--- config.mk ---
export PLATFORM = sky130hd
export DESIGN_NAME = lfo_sched
export DESIGN_NICKNAME = d
export VERILOG_FILES = /design/src/rtl/lfo_sched.sv
export SDC_FILE = /design/constraint.sdc
export NUM_CORES = 2
export LEC_CHECK = 0
export BUFFER_PORTS_ARGS = -buffer_cell sky130_fd_sc_hd__buf_2
export CORE_MARGIN = 2
export CORE_UTILIZATION = 55
export CTS_BUF_LIST = sky130_fd_sc_hd__clkbuf_2
export CTS_CLUSTER_SIZE = 8
export DETAILED_ROUTE_END_ITERATION = 7
export GPL_TIMING_DRIVEN = 0
export PLACE_DENSITY = 0.71
export SYNTH_ARGS = -nofsm -noshare
export SYNTH_HDL_FRONTEND = slang
export SYNTH_SLANG_ARGS = --single-unit
--- constraint.sdc ---
create_clock -name mclk_d16 -period 14.2 [get_ports mclk_d16]
set_clock_uncertainty 0.15 [all_clocks]
set_input_delay 0.71 -clock mclk_d16 [delete_from_list [all_inputs] [get_ports mclk_d16]]
set_output_delay 0.71 -clock mclk_d16 [all_outputs]
set_load 0.005 [all_outputs]
--- src/rtl/lfo_sched.sv ---
// Time-multiplexed sine/cosine LFO: one shared MAC stepped over NCH channels.
// Optional LFO_RESYNC_EN adds per-channel phase reload (lfo_rst) at frame start.
module lfo_sched #(
   parameter int          NCH    = 4,
   parameter logic [31:0] INIT_S = 32'h3fffffff
) (
   input  logic               mclk_d16,
   input  logic               reset,
   input  logic               frame_start,
   input  logic               cfg_we,
   input  logic [2:0]         cfg_ch,
   input  logic [8:0]         cfg_kfreq,
   input  logic [14:0]        cfg_amp,
`ifdef LFO_RESYNC_EN
   input  logic [NCH-1:0]     lfo_rst,
`endif
   output logic               busy,
   output logic               out_valid,
   output logic [2:0]         out_ch,
   output logic signed [31:0] sin_out,
   output logic signed [31:0] cos_out,
   output logic               frame_done,
   output logic               overrun
);

   typedef enum logic [2:0] {
      IDLE,
      S_UPD,
      C_UPD,
      A_SIN,
      A_COS,
      WB
   } state_t;

   state_t      state_q;
   logic [2:0]  ch_q;

   logic [31:0] s_q   [NCH];
   logic [31:0] c_q   [NCH];
   logic [8:0]  shk_q [NCH];
   logic [14:0] sha_q [NCH];
   logic [8:0]  ack_q [NCH];
   logic [14:0] aca_q [NCH];

   logic [31:0] sn_q;
   logic [31:0] cn_q;
   logic [31:0] sin_q;
   logic [31:0] cos_q;

   logic [31:0] s_cur;
   logic [31:0] c_cur;
   logic [8:0]  kf_cur;
   logic [14:0] amp_cur;

   logic signed [27:0] mul_a;
   logic signed [18:0] mul_b;
   logic signed [46:0] prod;
   logic [31:0]        mulf;
   logic [31:0]        mula;
   logic [31:0]        sn_d;
   logic [31:0]        cn_d;
   logic               unused_prod;

   always_comb begin
      s_cur   = '0;
      c_cur   = '0;
      kf_cur  = '0;
      amp_cur = '0;
      for (int i = 0; i < NCH; i++) begin
         if (ch_q == 3'(i)) begin
            s_cur   = s_q[i];
            c_cur   = c_q[i];
            kf_cur  = ack_q[i];
            amp_cur = aca_q[i];
         end
      end
   end

   // Operand mux: kfreq steps use x[31:4], amplitude steps x[31:8] sign-extended
   always_comb begin
      mul_a = '0;
      mul_b = '0;
      case (state_q)
         S_UPD: begin
            mul_a = c_cur[31:4];
            mul_b = {10'b0, kf_cur};
         end
         C_UPD: begin
            mul_a = sn_q[31:4];
            mul_b = {10'b0, kf_cur};
         end
         A_SIN: begin
            mul_a = {{4{sn_q[31]}}, sn_q[31:8]};
            mul_b = {4'b0, amp_cur};
         end
         A_COS: begin
            mul_a = {{4{cn_q[31]}}, cn_q[31:8]};
            mul_b = {4'b0, amp_cur};
         end
         default: begin
            mul_a = '0;
            mul_b = '0;
         end
      endcase
   end

   assign prod        = mul_a * mul_b;
   assign mulf        = prod[46:15];
   assign mula        = prod[38:7];
   assign sn_d        = s_cur + mulf;
   assign cn_d        = c_cur - mulf;
   assign unused_prod = ^prod[6:0];

   always_ff @(posedge mclk_d16) begin
      if (reset) begin
         state_q    <= IDLE;
         ch_q       <= '0;
         sn_q       <= '0;
         cn_q       <= '0;
         sin_q      <= '0;
         cos_q      <= '0;
         busy       <= 1'b0;
         out_valid  <= 1'b0;
         out_ch     <= '0;
         sin_out    <= '0;
         cos_out    <= '0;
         frame_done <= 1'b0;
         overrun    <= 1'b0;
         for (int i = 0; i < NCH; i++) begin
            s_q[i]   <= INIT_S;
            c_q[i]   <= '0;
            shk_q[i] <= '0;
            sha_q[i] <= '0;
            ack_q[i] <= '0;
            aca_q[i] <= '0;
         end
      end else begin
         out_valid  <= 1'b0;
         frame_done <= 1'b0;

         for (int i = 0; i < NCH; i++) begin
            if (cfg_we && cfg_ch == 3'(i)) begin
               shk_q[i] <= cfg_kfreq;
               sha_q[i] <= cfg_amp;
            end
         end

         if (frame_start && state_q != IDLE)
            overrun <= 1'b1;

         case (state_q)
            IDLE: begin
               if (frame_start) begin
                  state_q <= S_UPD;
                  ch_q    <= '0;
                  busy    <= 1'b1;
                  for (int i = 0; i < NCH; i++) begin
                     // same-cycle config write is part of the snapshot
                     if (cfg_we && cfg_ch == 3'(i)) begin
                        ack_q[i] <= cfg_kfreq;
                        aca_q[i] <= cfg_amp;
                     end else begin
                        ack_q[i] <= shk_q[i];
                        aca_q[i] <= sha_q[i];
                     end
`ifdef LFO_RESYNC_EN
                     if (lfo_rst[i]) begin
                        s_q[i] <= INIT_S;
                        c_q[i] <= '0;
                     end
`endif
                  end
               end
            end
            S_UPD: begin
               sn_q    <= sn_d;
               state_q <= C_UPD;
            end
            C_UPD: begin
               cn_q    <= cn_d;
               state_q <= A_SIN;
            end
            A_SIN: begin
               sin_q   <= mula;
               state_q <= A_COS;
            end
            A_COS: begin
               cos_q   <= mula;
               state_q <= WB;
            end
            WB: begin
               for (int i = 0; i < NCH; i++) begin
                  if (ch_q == 3'(i)) begin
                     s_q[i] <= sn_q;
                     c_q[i] <= cn_q;
                  end
               end
               sin_out   <= sin_q;
               cos_out   <= cos_q;
               out_ch    <= ch_q;
               out_valid <= 1'b1;
               if (ch_q == 3'(NCH - 1)) begin
                  frame_done <= 1'b1;
                  busy       <= 1'b0;
                  state_q    <= IDLE;
               end else begin
                  ch_q    <= ch_q + 3'd1;
                  state_q <= S_UPD;
               end
            end
            default: state_q <= IDLE;
         endcase
      end
   end

endmodule
==> summary.txt <==
Detailed routing
  – Routed wire per std cell: 24.0 µm
  – Pre-antenna DRT Iters: 8
  – DRT iter0 DRCs: 3,874
  – Vias per cell: 5.91
  – Remaining DRCs: 5
  – Final ANT Viol Nets: 0
  – Final wirelength: 147,000 µm
  – Routed via count: 36.4k

Synthesis
  – Post-synthesis cell area: 44,800 µm²
  – Syn Nets: 5,239
  – Synthesis Warnings: 0
  – Cell variety after synth: 77
  – Mapped Cells: 4,641
  – Post-synth ARST share: 0
  – Register bit total from synthesis: 653
  – Register area share after synthesis: 0.392
  – Post-synth EDFFs: 448
  – Most used flip-flop cell after synthesis: edfxtp_1
  – Post-Syn Area per Cell: 9.65 µm²

Placed design
  – Dpl ws: -2.00 ns
  – IO buf count: 100
  – Inst Count DP: 5,822
  – Final GP Congestion: 1.00
  – HPWL after detailed placement: 113,000 µm

Global routing
  – GR Util All Layers: 0.358
  – Initial antenna violation count: 8
  – Global-route wire length before repair: 219,000 µm
  – Largest net degree at the start of global routing: 56
  – Vias in the first global route: 35.9k
  – GR Overflow Total: 0

Critical path
  – Worst Path Max Fanout: 10
  – WP data required: 15.32 ns
  – Setup crit start kind: flip-flop
  – Critical Path AT: 15.18 ns
  – CP Class: flip-flop to flip-flop
  – Slowest-stage cell, CP: xnor2_2
  – Most numerous cell on the critical path: fa_1
  – Slowest stage delay, CP: 0.89 ns
  – CP endpoint kind: flip-flop

Layout
  – Post-route core utilization: 0.610
  – Layout area overhead: 9.62%
  – Area of the multi-input gates: 24,600 µm²
  – Nets: 5,555
  – Fill cells: 7,028
  – Share of cells above drive strength 1: 0.104
  – FF+latch area: 17,600 µm²
  – Final cell count without fillers: 6,150

Worst hold path
  – Hold Crit Class: input port to flip-flop

Floorplan
  – Die Area: 83,800 µm²
  – DIE WIDTH: 289 µm
  – Boundary Pins: 102
  – Initial Utilization: 0.556
  – Die H: 289 µm
  – Num rows: 104
  – Core Region: 80,500 µm²

Clock network
  – Clock slew at reported path FFs: 0.11 ns
  – Root Buffer: clkbuf_2
  – Clk_lat worst skew: 1.40 ns
  – H-tree Lvls: 4
  – Total clock buffers created by CTS: 166
  – CTS tree: built
  – Clk buf depth: 3
  – CTS sink cnt: 653

STA
  – Min cycle time layout: 14.06 ns
  – Maximum clock rate: 71.1 MHz
  – RSZ-0062 raised after global routing: true
  – Final hold vios: 0
  – Max_slew headroom: 0.0301
  – Fin. max-slew vios: 0
  – Final setup margin: 0.137 ns
  – Final period utilization: 0.990
  – Worst hold slack: 0.113 ns
  – Final setup fails: 0
  – Slew @ Worst Pin: 1.45 ns

Outcome
  – Status: finished with violations
  – Failing checks: design-rule violations

Power
  – Leakage: 19.8 nW
  – PD cells: 102 nW/µm²
  – Peak supply drop: 0.0759 mV
  – Total power: 0.00500 W

Job
  – Max Cap Viol: 0
==> registers in the layout, indices dropped and copies added, names as in the netlist, 36 cells and up <==
signal  count
ack_q      36
sha_q      60
aca_q      60
shk_q      36
c_q       128
s_q       128
==> cells in the mapped netlist (12+ instances only) <==
library cell	number	area [µm²]
or3_1	12	75.1
o21bai_1	17	128
xor2_1	25	219
clkbuf_1	244	916
nand2_1	783	2940
nor3_1	57	285
buf_1	20	75.1
and2_1	243	1520
ha_1	164	2050
dfxtp_1	205	4100
nor2_1	327	1230
xnor2_1	71	622
o31ai_1	14	105
edfxtp_1	448	13500
o21a_1	12	90.1
o21ai_0	144	721
a21o_1	45	338
nand3_1	23	115
inv_1	513	1930
a22oi_1	44	330
nand2b_1	143	895
nor2b_1	25	156
fa_1	403	8070
a221o_1	83	831
a21oi_1	360	1800
a221oi_1	39	342
a211oi_1	23	173
==> cell families after synthesis <==
logic type / Yosys count / synth area share
flip-flops: 653 / 0.392
AO/OA/AOI/OAI: 848 / 0.122
multiplexers: 10 / 0.00232
buffers and inverters: 788 / 0.0666
XOR/XNOR: 98 / 0.0196
AND/OR/NAND/NOR: 1673 / 0.171
adder cells (fa/ha/maj): 571 / 0.227
==> where the power goes <==
group | leakage (nW) | switching [W] | internal, W
sequential | 5.84 | 0.000135 | 0.00214
clock | 1.14 | 0.000803 | 0.000469
combinational | 12.8 | 0.000938 | 0.000520
==> layer usage <==
metal / wire length, µm / vias up / global-route usage
met1: 55600 / 17568 / 0.460
met2: 67200 / 2197 / 0.569
li1: - / 16095 / -
met4: 9390 / 6 / 0.200
met5: 34 / - / 0
met3: 15300 / 496 / 0.0756
==> worst max-delay path: cells and delay by family, from the launching register on <==
family / cells / cell delay, ns
AND/OR/NAND/NOR: 9 / 2.14
AO/OA/AOI/OAI: 13 / 3.88
buffers and inverters: 9 / 2.10
XOR/XNOR: 2 / 1.07
flip-flops: 1 / 0.37
adder cells (fa/ha/maj): 10 / 4.24
==> through the flow <==
stage	area, µm²	setup TNS [ns]
3_3_place_gp	46600	-31.41
3_5_place_dp	47000	-34.96
2_1_floorplan	44800	0
6_report	49100	0
4_1_cts	49000	0
5_1_grt	49100	-0.0578
==> placed cells by master (no fill, tap or decap), types with 25 or more instances in the layout <==
master | synthesis | routed
ha_1 | 164 | 164
and2_1 | 243 | 242
edfxtp_1 | 448 | 448
a221oi_1 | 39 | 33
nand2_1 | 783 | 782
a21o_1 | 45 | 42
clkbuf_2 | 0 | 277
a221o_1 | 83 | 82
xnor2_1 | 71 | 62
nor2_1 | 327 | 321
clkinv_1 | 0 | 28
nor3_1 | 57 | 54
fa_1 | 403 | 403
a21oi_1 | 360 | 357
buf_2 | 8 | 115
dlygate4sd3_1 | 0 | 36
o21ai_0 | 144 | 125
inv_1 | 513 | 513
a22oi_1 | 44 | 44
nor2b_1 | 25 | 25
dfxtp_1 | 205 | 204
clkbuf_1 | 244 | 200
nand2b_1 | 143 | 141
==> layout make-up <==
class	count	area share
multi-input cells	3200	0.501
flip-flops and latches	653	0.357
inverters	513	0.0392
well taps	1060	0.0270
clock buffers	245	0.0250
repair buffers	158	0.0227
plain buffers	265	0.0221
clock inverters	49	0.00481
diodes	7	0.000357
==> worst paths after layout <==
check,slack [ns],cells past startpoint,to,from
max,0.14,43,cn_q[30]$_SDFFE_PP0N_,ch_q[0]$_SDFFE_PP0P_
min,0.11,3,sha_q[1][6]$_SDFFCE_PN0P_,cfg_amp[6]
max reg2reg,0.14,43,cn_q[30]$_SDFFE_PP0N_,ch_q[0]$_SDFFE_PP0P_
min reg2reg,0.25,2,sin_out[1]$_SDFFE_PP0P_,sin_q[1]$_SDFFE_PP0N_
==> timing repair <==
action / 4_1_cts / 5_1_grt
hold endpoints to repair: 202 / 0
endpoints found under the setup margin: 37 / 14
hold buffers: 36 / 0
gates resized for setup: 91 / 40
setup buffers: 0 / 1
pin swaps: 0 / 1
(Power assumes the default switching activity.)
